$ cat src/rtl/vga_scanout.sv
// VGA 640x480@60 scanout of a 160x120 RGB332 framebuffer.
// Pixel clock is clk/2; one register stage between counters and pins.
module vga_scanout #(
    parameter int unsigned FB_BASE        = 0,
    parameter int unsigned FB_WIDTH_WORDS = 40
) (
    input  logic        clk,
    input  logic        reset_n,
    output logic [12:0] vaddr,
    output logic [1:0]  vbyte,
    input  logic [31:0] vdata,
    output logic [3:0]  VGA_R,
    output logic [3:0]  VGA_G,
    output logic [3:0]  VGA_B,
    output logic        VGA_HS,
    output logic        VGA_VS,
    output logic        frame_start
);

    localparam logic [9:0] H_VIS = 10'd640;
    localparam logic [9:0] H_SS  = 10'd656;
    localparam logic [9:0] H_SE  = 10'd751;
    localparam logic [9:0] H_MAX = 10'd799;
    localparam logic [9:0] V_VIS = 10'd480;
    localparam logic [9:0] V_SS  = 10'd490;
    localparam logic [9:0] V_SE  = 10'd491;
    localparam logic [9:0] V_MAX = 10'd524;

    logic       pix_en_q, pix_en_d;
    logic [9:0] hc_q, hc_d;
    logic [9:0] vc_q, vc_d;
    logic [7:0] pix_q, pix_d;
    logic       vis_q, vis_d;
    logic       hs_q, hs_d;
    logic       vs_q, vs_d;
    logic       fs_q, fs_d;

    logic       tick;
    logic       visible;
    logic [7:0] sel_byte;

    assign tick    = pix_en_q;
    assign visible = (hc_q < H_VIS) && (vc_q < V_VIS);

    // Each word holds 4 fb pixels, each fb pixel spans 4 screen pixels.
    always_comb begin
        vaddr = 13'(FB_BASE);
        vbyte = 2'd0;
        if (visible) begin
            vaddr = 13'(FB_BASE)
                  + 13'(vc_q[9:2]) * 13'(FB_WIDTH_WORDS)
                  + 13'(hc_q[9:4]);
            vbyte = hc_q[3:2];
        end
    end

    always_comb begin
        sel_byte = vdata[7:0];
        unique case (vbyte)
            2'd0: sel_byte = vdata[7:0];
            2'd1: sel_byte = vdata[15:8];
            2'd2: sel_byte = vdata[23:16];
            2'd3: sel_byte = vdata[31:24];
            default: sel_byte = vdata[7:0];
        endcase
    end

    always_comb begin
        pix_en_d = ~pix_en_q;
        hc_d     = hc_q;
        vc_d     = vc_q;
        pix_d    = pix_q;
        vis_d    = vis_q;
        hs_d     = hs_q;
        vs_d     = vs_q;
        fs_d     = 1'b0;
        if (tick) begin
            if (hc_q == H_MAX) begin
                hc_d = 10'd0;
                vc_d = (vc_q == V_MAX) ? 10'd0 : vc_q + 10'd1;
            end else begin
                hc_d = hc_q + 10'd1;
            end
            pix_d = sel_byte;
            vis_d = visible;
            hs_d  = (hc_q >= H_SS) && (hc_q <= H_SE);
            vs_d  = (vc_q >= V_SS) && (vc_q <= V_SE);
            fs_d  = (hc_q == H_MAX) && (vc_q == V_MAX);
        end
    end

    always_ff @(posedge clk or negedge reset_n) begin
        if (!reset_n) begin
            pix_en_q <= 1'b0;
            hc_q     <= 10'd0;
            vc_q     <= 10'd0;
            pix_q    <= 8'd0;
            vis_q    <= 1'b0;
            hs_q     <= 1'b0;
            vs_q     <= 1'b0;
            fs_q     <= 1'b0;
        end else begin
            pix_en_q <= pix_en_d;
            hc_q     <= hc_d;
            vc_q     <= vc_d;
            pix_q    <= pix_d;
            vis_q    <= vis_d;
            hs_q     <= hs_d;
            vs_q     <= vs_d;
            fs_q     <= fs_d;
        end
    end

    assign VGA_R       = vis_q ? {pix_q[7:5], pix_q[7]} : 4'd0;
    assign VGA_G       = vis_q ? {pix_q[4:2], pix_q[4]} : 4'd0;
    assign VGA_B       = vis_q ? {pix_q[1:0], pix_q[1:0]} : 4'd0;
    assign VGA_HS      = ~hs_q;
    assign VGA_VS      = ~vs_q;
    assign frame_start = fs_q;

endmodule

$ cat config.mk
export PLATFORM = sky130hd
export DESIGN_NAME = vga_scanout
export DESIGN_NICKNAME = d
export VERILOG_FILES = /design/src/rtl/vga_scanout.sv
export SDC_FILE = /design/constraint.sdc
export NUM_CORES = 1
export LEC_CHECK = 0
export BUFFER_PORTS_ARGS = -buffer_cell sky130_fd_sc_hd__buf_2
export CORE_ASPECT_RATIO = 1.1
export CORE_MARGIN = 5
export CORE_UTILIZATION = 53
export CTS_CLUSTER_SIZE = 12
export DETAILED_ROUTE_END_ITERATION = 8
export GPL_TIMING_DRIVEN = 1
export PLACE_DENSITY = 0.79
export SETUP_SLACK_MARGIN = 0.3
export SLEW_MARGIN = 20
export SYNTH_ARGS = -nofsm -noshare
export SYNTH_HDL_FRONTEND = slang
export SYNTH_SLANG_ARGS = --single-unit
$ cat constraint.sdc
create_clock -name clk -period 7.8 [get_ports clk]
set_input_delay 0.78 -clock clk [delete_from_list [all_inputs] [get_ports clk]]
set_output_delay 0.78 -clock clk [all_outputs]
set_load 0.005 [all_outputs]
==> results_dict.tcl, run 1 <==
set metrics [dict create \
    status "complete, no violations" \
    grt_first_pass_wirelength_mm 10.01 \
    clock-sinks 33 \
    skew_ns 0.004713 \
    postSynthNetCount 344 \
    synth.yosys.seq_area_share 0.3253 \
    tightest_slew_ns 0.7384 \
    cp_max_fo 11 \
    final_area_um2 2917 \
    setup_viol 0 \
    place_ws_ns 4.400 \
    p_switching_uw 76.87 \
    rsz0062_at_grt "false" \
    path_clk_slew_ns 0.07 \
    first_global_vias 2148 \
    cts_tree "done" \
    hpwl_mm 4.504 \
    hold_class "reg -> reg" \
    min_period_ns 3.707 \
    post_dp_cell_area_um2 2830 \
    ctsResizeCount 0 \
    areaGrowthSynthToFinish_pct 14.88 \
    post_cts_buffers 0 \
    h-tree-depth 2 \
    die_h_um 82.59 \
    fin_tns_setup_ns 0 \
    grt_max_degree 34 \
    p_seq_frac 0.537 \
    crit_arrival_ns 2.93 \
    grt_overflow 0 \
    root_buffer "clkbuf_8" \
    synth_edf_count 0 \
    p_int_uw 247.1 \
    die_area_um2 6276 \
    ys.flop_type "dfrtp_1" \
    placed_cells 394 \
    drv_cap 0 \
    switching_share 0.2373 \
    comb_power_share 0.072 \
    fin_crit_sh 0.4752 \
    critPathLaunchType "flip-flop" \
    die_w_um 75.99 \
    syn-cell-area_um2 2539 \
    p_leak_uw 0.001485 \
    dr.pass1.iters 4 \
    fin_cells 402 \
    async_flop_share 1.000 \
    vias 2232 \
    cp-end-kind "output port" \
    drt-total-wl_mm 5.794 \
    ys_warn_count 0 \
    synth_cell_types 54 \
    io_pins 64 \
    core_area_um2 4652 \
    setup_slack_ns 4.093 \
    grt_util_all_layers 0.1961 \
    clkPwrFrac 0.391 \
    syn_inst 289 \
    wl_per_cell_um 14.41 \
    maxSlewViolCount 0 \
    gp_congestion 0.8636 \
    drc 0 \
    antenna_left 0 \
    vdd_drop_max_mv 0.07404 \
    nNetsFinal 400 \
    critPathRequiredTime_ns 7.02 \
    drive_above_1_share 0.2399 \
    initial_utilization 0.5457 \
    port_buffers 63 \
    slew_headroom 0.5077 \
    power.density_nw_per_um2 111.1 \
    clk_path_buf_depth 2 \
    placement_rows 26 \
    cts_buffers 5 \
    viasPerCell 5.552 \
    clock_latency_ns 0.29 \
    antenna_found_initial 0 \
    finalPower_uw 324.0 \
    diodes 0 \
    hold_violations 0 \
    synth.ff_latch_count 33 \
    synth_area_per_cell_um2 8.784 \
    fmax_ghz 0.2698 \
    hold_buffers 0 \
    criticalPathCategory "reg -> out" \
    drt_iter0_drc 115 \
]
==> placed cells by master (no fill, tap or decap), drive strengths merged, types with 3 or more instances in the layout <==
cell type  synthesis  final
xor2               8      8
nor3               8      8
and2              19     19
o221ai             8      8
nand4              6      6
xnor2             11     11
o21ai             20     20
ha                19     19
dfrtp             33     33
nor2              32     32
nand2b             4      4
nand2             21     21
inv               19     19
mux2i              9      9
nand3              6      6
a21o               4      4
clkbuf             7      5
buf                7     63
a21oi             13     13
a211oi             3      3
==> cells by family after synthesis <==
kind of cell               after synthesis  share of synthesized area
buffers and inverters                   33                    0.06505
DFF                                     33                     0.3253
adders and majority gates               21                     0.1094
AOI/OAI and AO/OA                       60                     0.1523
and+or+nand+nor                        114                     0.2469
xor gates and xnor gates                19                    0.06555
muxes                                    9                    0.03549
==> area by class of cell <==
| class | instances | area [µm²] |
|---|---|---|
| multi-input cells | 223 | 1548 |
| clock inverters | 3 | 17.52 |
| well taps | 56 | 70.07 |
| flip-flops and latches | 33 | 825.8 |
| clock buffers | 5 | 68.82 |
| fillers | 417 | 1735 |
| inverters | 19 | 71.32 |
| repair buffers | 63 | 315.3 |
==> layer usage <==
layer  global-route usage  up-vias  part of all wire
li1                     -     1132                 -
met2               0.3587       65              0.49
met3              0.06399        5             0.076
met4              0.05516        0             0.010
met1               0.2196     1030              0.43
met5                    0        -                 0
==> stage by stage <==
| step | hold slack [ns] | utilization |
|---|---|---|
| 6_report | 0.5259 | 0.6270 |
| 5_1_grt | 0.5498 | 0.6270 |
| 4_1_cts | 0.5329 | 0.6270 |
| 3_5_place_dp | 0.5203 | 0.6084 |
| 3_3_place_gp | 0.5025 | 0.6084 |
| 2_1_floorplan | 0.4844 | - |
==> power by group through the flow <==
| stage | Clock (µW) | Sequential (µW) | Combinational [µW] |
|---|---|---|---|
| 2_1_floorplan | 0 | 177 | 9.54 |
| 3_3_place_gp | 0 | 177 | 23.2 |
| 3_5_place_dp | 0 | 177 | 23.9 |
| 4_1_cts | 130 | 174 | 23.9 |
| 5_1_grt | 140 | 174 | 26.5 |
| 6_report | 127 | 174 | 23.3 |
==> worst max-delay path, cell delays in order (launching register included) <==
cell,delay (ns)
dfrtp_1,0.50
ha_1,0.35
ha_1,0.19
inv_1,0.06
fa_1,0.38
xor2_1,0.19
a211oi_1,0.27
and2_1,0.20
and4b_1,0.22
mux2i_1,0.17
buf_2,0.12
==> path summary, 6_finish.rpt <==
path / slack (ns) / endpoint / depth (start not counted) / startpoint
setup / recovery: 4.09 / vaddr[12] / 10 / vc_q[3]
hold / removal: 0.53 / vs_q / 2 / vs_q
setup reg to reg: 5.44 / vc_q[4] / 5 / pix_en_q
hold reg to reg: 0.53 / vs_q / 2 / vs_q
max in group asynchronous: 6.79 / vc_q[4] / 1 / reset_n
min in group asynchronous: 0.55 / hc_q[4] / 1 / reset_n
==> flip-flops by register name (all words and copies together) (netlist names) <==
signal / flops
vis_q: 1
pix_q: 8
hc_q: 10
vc_q: 10
frame_start: 1
hs_q: 1
pix_en_q: 1
vs_q: 1
==> synth_stat cells (2+ instances only) <==
library cell / number / share of area
nor2_1: 31 / 0.046
nor3b_1: 2 / 0.0059
a211oi_1: 3 / 0.0089
a21oi_1: 13 / 0.026
buf_6: 2 / 0.0089
dfrtp_1: 33 / 0.33
mux2i_1: 9 / 0.035
clkbuf_1: 5 / 0.0074
nand2_1: 21 / 0.031
and2_1: 18 / 0.044
nand2b_1: 4 / 0.0099
and3_2: 2 / 0.0059
and4_1: 2 / 0.0069
o21a_1: 2 / 0.0059
buf_4: 4 / 0.012
fa_1: 2 / 0.016
a311oi_1: 2 / 0.0069
nand3_1: 5 / 0.0099
o221ai_1: 8 / 0.028
o31ai_1: 2 / 0.0059
xnor2_1: 11 / 0.038
inv_1: 19 / 0.028
ha_1: 19 / 0.094
o21ai_0: 20 / 0.039
nor3_1: 7 / 0.014
a21o_1: 3 / 0.0089
nand4_1: 6 / 0.015
xor2_1: 8 / 0.028
Note: power is estimated with default switching activity, not from simulation.
==> inputs of run 2 (changes only) <==
Settings changed: ABC_AREA set to 1, CORE_UTILIZATION 53 to 49, PLACE_DENSITY 0.79 to 0.76.
Clock period 7.8 ns to 3.1 ns, I/O delays scaled along.
==> results_dict.tcl, run 2 <==
set metrics [dict create \
    critPathBufInv 2 \
    viasPerCell 5.211 \
    io_pins 64 \
    placement_rows 28 \
    power.density_nw_per_um2 268.8 \
    core_area_um2 5395 \
    path_clk_slew_ns 0.08 \
    syn-cell-area_um2 2735 \
    synth_cell_types 35 \
    synth.ff_latch_count 33 \
    min_period_ns 2.886 \
    slowest_delay_ns 0.44 \
    vdd_drop_max_mv 0.2455 \
    cp-end-kind "output port" \
    synth_area_per_cell_um2 6.821 \
    drt-total-wl_mm 7.185 \
    grt_max_degree 34 \
    fin_crit_sh 0.9311 \
    critPathLaunchType "flip-flop" \
    die_h_um 88.36 \
    postSynthNetCount 456 \
    p_seq_frac 0.484 \
    cts_buffers 5 \
    slew_headroom 0.4872 \
    netlist_top_cells_count "nand2_1, inv_1, nand3_1" \
    fin_tns_setup_ns 0 \
    root_buffer "clkbuf_8" \
    drive_above_1_share 0.2527 \
    antenna_found_initial 0 \
    async_flop_share 1.000 \
    p_int_uw 703.5 \
    drc 0 \
    clock-sinks 33 \
    yosysTopAreaCell "dfrtp_1" \
    grt_first_pass_wirelength_mm 11.76 \
    setup_viol 0 \
    switching_share 0.2235 \
    hpwl_mm 5.096 \
    synth.yosys.seq_area_share 0.3019 \
    die_w_um 81.24 \
    vias 2845 \
    diodes 0 \
    finalPower_uw 906.0 \
    h-tree-depth 2 \
    cp_top_family "adder cells" \
    syn_inst 401 \
    final_cell_mix "nand2_1, inv_1, buf_2" \
    comb_power_share 0.061 \
    synth_most_common_cell "nand2_1" \
    criticalPathCategory "reg -> out" \
    cp_max_fo 3 \
    synth_edf_count 0 \
    cts_tree "done" \
    ys_warn_count 0 \
    die_area_um2 7178 \
    grt_overflow 0 \
    synth_area_leaders "dfrtp_1, nand2_1, inv_1" \
    dr.pass1.iters 5 \
    clkPwrFrac 0.455 \
    fmax_ghz 0.3465 \
    gp_congestion 0.8911 \
    maxSlewViolCount 0 \
    path_cells "ha_4 -> ha_4 -> inv_2 -> fa_2 -> nor2_2 -> nand3_2 -> nand2_2 -> nand2_2 -> nor2_4 -> nand3_2 -> nand2_1 -> nand2_1 -> nor2_1 -> buf_2" \
    drt_iter0_drc 162 \
    status "complete, no violations" \
    antenna_left 0 \
    p_switching_uw 202.5 \
    crit_arrival_ns 2.58 \
    synth_top_area_share 0.3019 \
    final_common_cell "nand2_1" \
    fill_cells 483 \
    nNetsFinal 525 \
    wl_per_cell_um 13.16 \
    reg_top3 "hc_q (10), vc_q (10), pix_q (8)" \
    skew_ns 0.009412 \
    hold_violations 0 \
    areaGrowthSynthToFinish_pct 23.24 \
    drv_cap 0 \
    critPathRequiredTime_ns 2.79 \
    rsz0062_at_grt "true" \
    p_leak_uw 0.001913 \
    initial_utilization 0.5070 \
    hold_class "in -> async" \
    grt_util_all_layers 0.2074 \
    tightest_slew_ns 0.7692 \
    clk_path_buf_depth 2 \
    crit_slowest_cell "fa_2" \
    ys.flop_type "dfrtp_1" \
    first_global_vias 2714 \
    port_buffers 63 \
    clock_latency_ns 0.29 \
]
run 2: cell families (layout without fill, tap and decap cells):
family                     Yosys count  count (layout)  share of synthesized area
buffers and inverters               87             157                     0.1345
AOI/OAI and AO/OA                   47              47                    0.09195
adders and majority gates           21              21                     0.1016
and+or+nand+nor                    204             204                     0.3413
DFF                                 33              33                     0.3019
xor gates and xnor gates             9               9                    0.02882
run 2: cell type report:
type / instances / area [µm²] / share of cell area
Clock buffer: 5 / 68.82 / 0.02042
Clock inverter: 3 / 46.29 / 0.01373
Inverter: 75 / 285.3 / 0.08463
Multi-Input combinational cell: 281 / 1647 / 0.4885
Sequential cell: 33 / 832.0 / 0.2468
Tap cell: 75 / 93.84 / 0.02784
Timing Repair Buffer: 74 / 397.9 / 0.1180
run 2: power groups by stage:
stage	Clock (µW)	Sequential [µW]	Combinational [µW]
floorplan	0	446	21.3
global placement	0	447	57.0
detailed placement	0	447	57.3
CTS	422	438	57.5
global route	443	439	65.5
finish	412	438	55.7
run 2: metrics by stage:
| stage | util | instance area, µm² | worst slack (ns) | hold WS, ns | instances |
|---|---|---|---|---|---|
| after floorplan | - | 2735 | 0.5586 | 0.01441 | 401 |
| after global placement | 0.5675 | 3062 | 0.3429 | 0.4293 | 527 |
| after detailed placement | 0.5675 | 3062 | 0.2614 | 0.4350 | 527 |
| after CTS | 0.6071 | 3276 | 0.1599 | 0.1176 | 543 |
| after global routing | 0.6248 | 3371 | 0.09677 | 0.1577 | 546 |
| final | 0.6248 | 3371 | 0.2137 | 0.1008 | 546 |
run 2: per-layer routing:
layer | routed length, µm | global-route usage | up-vias
met3 | 383 | 0.03462 | 13
met5 | 0 | 0 | -
met1 | 2945 | 0.2559 | 1304
met4 | 130 | 0.06912 | 0
li1 | - | - | 1427
met2 | 3726 | 0.3659 | 101
run 2: timing repair:
action,in CTS,in global routing
pin swaps,10,12
gates resized for setup,11,14
buffers inserted,8,3
hold buffers,0,0
setup endpoints to repair,4,5
run 2: worst paths after layout:
kind / start / to / slack (ns) / cells after the start
max: vc_q[3] / vaddr[12] / 0.21 / 14
min: reset_n / pix_q[2] / 0.10 / 1
max reg2reg: vc_q[9] / pix_q[5] / 1.17 / 8
min reg2reg: pix_q[4] / pix_q[4] / 0.49 / 2
max in group asynchronous: reset_n / vc_q[5] / 2.46 / 1
min in group clk: vdata[7] / pix_q[7] / 0.34 / 5
==> inputs of run 3 (changes only) <==
Settings changed: ABC_AREA 1 to unset.
==> results_dict.tcl, run 3 (synthesis results as in run 1) <==
set metrics [dict create \
    status "complete, no violations" \
    path_cells "ha_4 -> ha_4 -> inv_2 -> fa_2 -> xor2_2 -> a211oi_2 -> and2_4 -> and4b_1 -> mux2i_1 -> buf_2" \
    clk_path_buf_depth 2 \
    die_w_um 78.63 \
    final_cell_mix "buf_2, nor2_1, dfrtp_1" \
    hpwl_mm 4.467 \
    core_area_um2 5034 \
    dr.pass1.iters 4 \
    criticalPathCategory "reg -> out" \
    rsz0062_at_grt "true" \
    slew_headroom 0.5132 \
    clock_latency_ns 0.29 \
    final_area_um2 3227 \
    drc 0 \
    slowest_delay_ns 0.44 \
    cts_buffers 5 \
    viasPerCell 5.692 \
    gp_congestion 0.8539 \
    hold_violations 0 \
    holdWs_ns 0.07459 \
    critPathRequiredTime_ns 2.79 \
    vias 2402 \
    nNetsFinal 418 \
    seqCellArea_um2 833.3 \
    skew_ns 0.006085 \
    grt_overflow 0 \
    min_period_ns 3.055 \
    fill_cells 410 \
    clock-sinks 33 \
    final_util 0.6411 \
    setup_viol 0 \
    drt-total-wl_mm 6.766 \
    antenna_left 0 \
    grt_max_degree 34 \
    grt_first_pass_wirelength_mm 11.07 \
    r2r_setup_slack_ns 0.86 \
    crit_arrival_ns 2.74 \
    timing.rr.end "vc_q[4]" \
    post_dp_cell_area_um2 2863 \
    p_leak_uw 0.001567 \
    reg_top3 "hc_q (10), vc_q (10), pix_q (8)" \
    die_area_um2 6722 \
    io_pins 64 \
    cp-end-kind "output port" \
    final_common_cell "buf_2" \
    cp_max_fo 3 \
    ff2ff_path_depth 5 \
    drive_above_1_share 0.3489 \
    finalPower_uw 813.2 \
    maxSlewViolCount 0 \
    power.density_nw_per_um2 252.0 \
    hold_class "in -> async" \
    h-tree-depth 2 \
    vdd_drop_max_mv 0.1720 \
    first_global_vias 2394 \
    grt_util_all_layers 0.2017 \
    cp_top_family "adder cells" \
    antenna_found_initial 0 \
    r2r_start "hc_q[2]" \
    placement_rows 27 \
    die_h_um 85.49 \
    cpMostUsedCell "ha_4" \
    hold_buffers 0 \
    root_buffer "clkbuf_8" \
    cts_tree "done" \
    critPathBufInv 2 \
    initial_utilization 0.5043 \
    critPathLaunchType "flip-flop" \
    tightest_slew_ns 0.7303 \
    diodes 0 \
    port_buffers 63 \
    drt_iter0_drc 135 \
    setup_slack_ns 0.04501 \
    areaGrowthSynthToFinish_pct 27.11 \
    place_ws_ns 0.2175 \
    drv_cap 0 \
    wl_per_cell_um 16.03 \
    fmax_ghz 0.3273 \
    crit_slowest_cell "dfrtp_2" \
    multiInputGateArea_um2 1713 \
    path_clk_slew_ns 0.07 \
    fin_crit_sh 0.9855 \
]
==> run 3: cell types whose count changed in the layout (fill, tap and decap cells not counted), sizes merged, moves of 7 or more <==
cell,before,now
nand3,46,6
nand2,95,21
and2,0,19
inv,74,19
xnor2,1,11
o221ai,0,8
buf,74,81
mux2i,0,9
nand4,13,6
==> run 3: how the worst max path moves through the flow <==
stage	start	end	slack, ns	depth (start not counted)
after CTS	vc_q[5]	vaddr[12]	0.21	10
after detailed placement	vc_q[5]	vaddr[12]	0.22	10
after floorplan	vc_q[3]	vaddr[12]	0.41	9
after global placement	vc_q[5]	vaddr[12]	0.30	10
after global routing	vc_q[5]	vaddr[12]	-0.03	10
final	vc_q[5]	vaddr[12]	0.05	10
==> run 3: layout make-up <==
cell class,instances,share of cell area
Timing Repair Buffer,81,0.1396
Clock inverter,3,0.005428
Tap cell,58,0.02249
Multi-Input combinational cell,223,0.5308
Sequential cell,33,0.2582
Clock buffer,5,0.02133
Inverter,19,0.02210
==> run 3: metrics by stage <==
step,std cells,setup TNS (ns)
6_report,422,0
5_1_grt,422,-0.03339
4_1_cts,421,0
3_5_place_dp,400,0
3_3_place_gp,400,0
2_1_floorplan,289,0
==> run 3: repair_timing <==
action | CTS | global route
setup endpoints to repair | 3 | 4
pin swaps | 12 | 5
resized for setup | 26 | 5
setup buffers | 13 | 1
==> run 3: power breakdown <==
group          total [µW]  switching (µW)  internal (µW)
Sequential            438            2.40            436
Clock                 317             163            155
Combinational        57.8            26.6           31.2
==> run 3: per-layer routing <==
| layer | track usage | vias up | part of all wire |
|---|---|---|---|
| li1 | - | 1162 | - |
| met1 | 0.2363 | 1102 | 0.41 |
| met2 | 0.3575 | 119 | 0.48 |
| met3 | 0.05462 | 19 | 0.086 |
| met4 | 0.06200 | 0 | 0.026 |
| met5 | 0 | - | 0 |
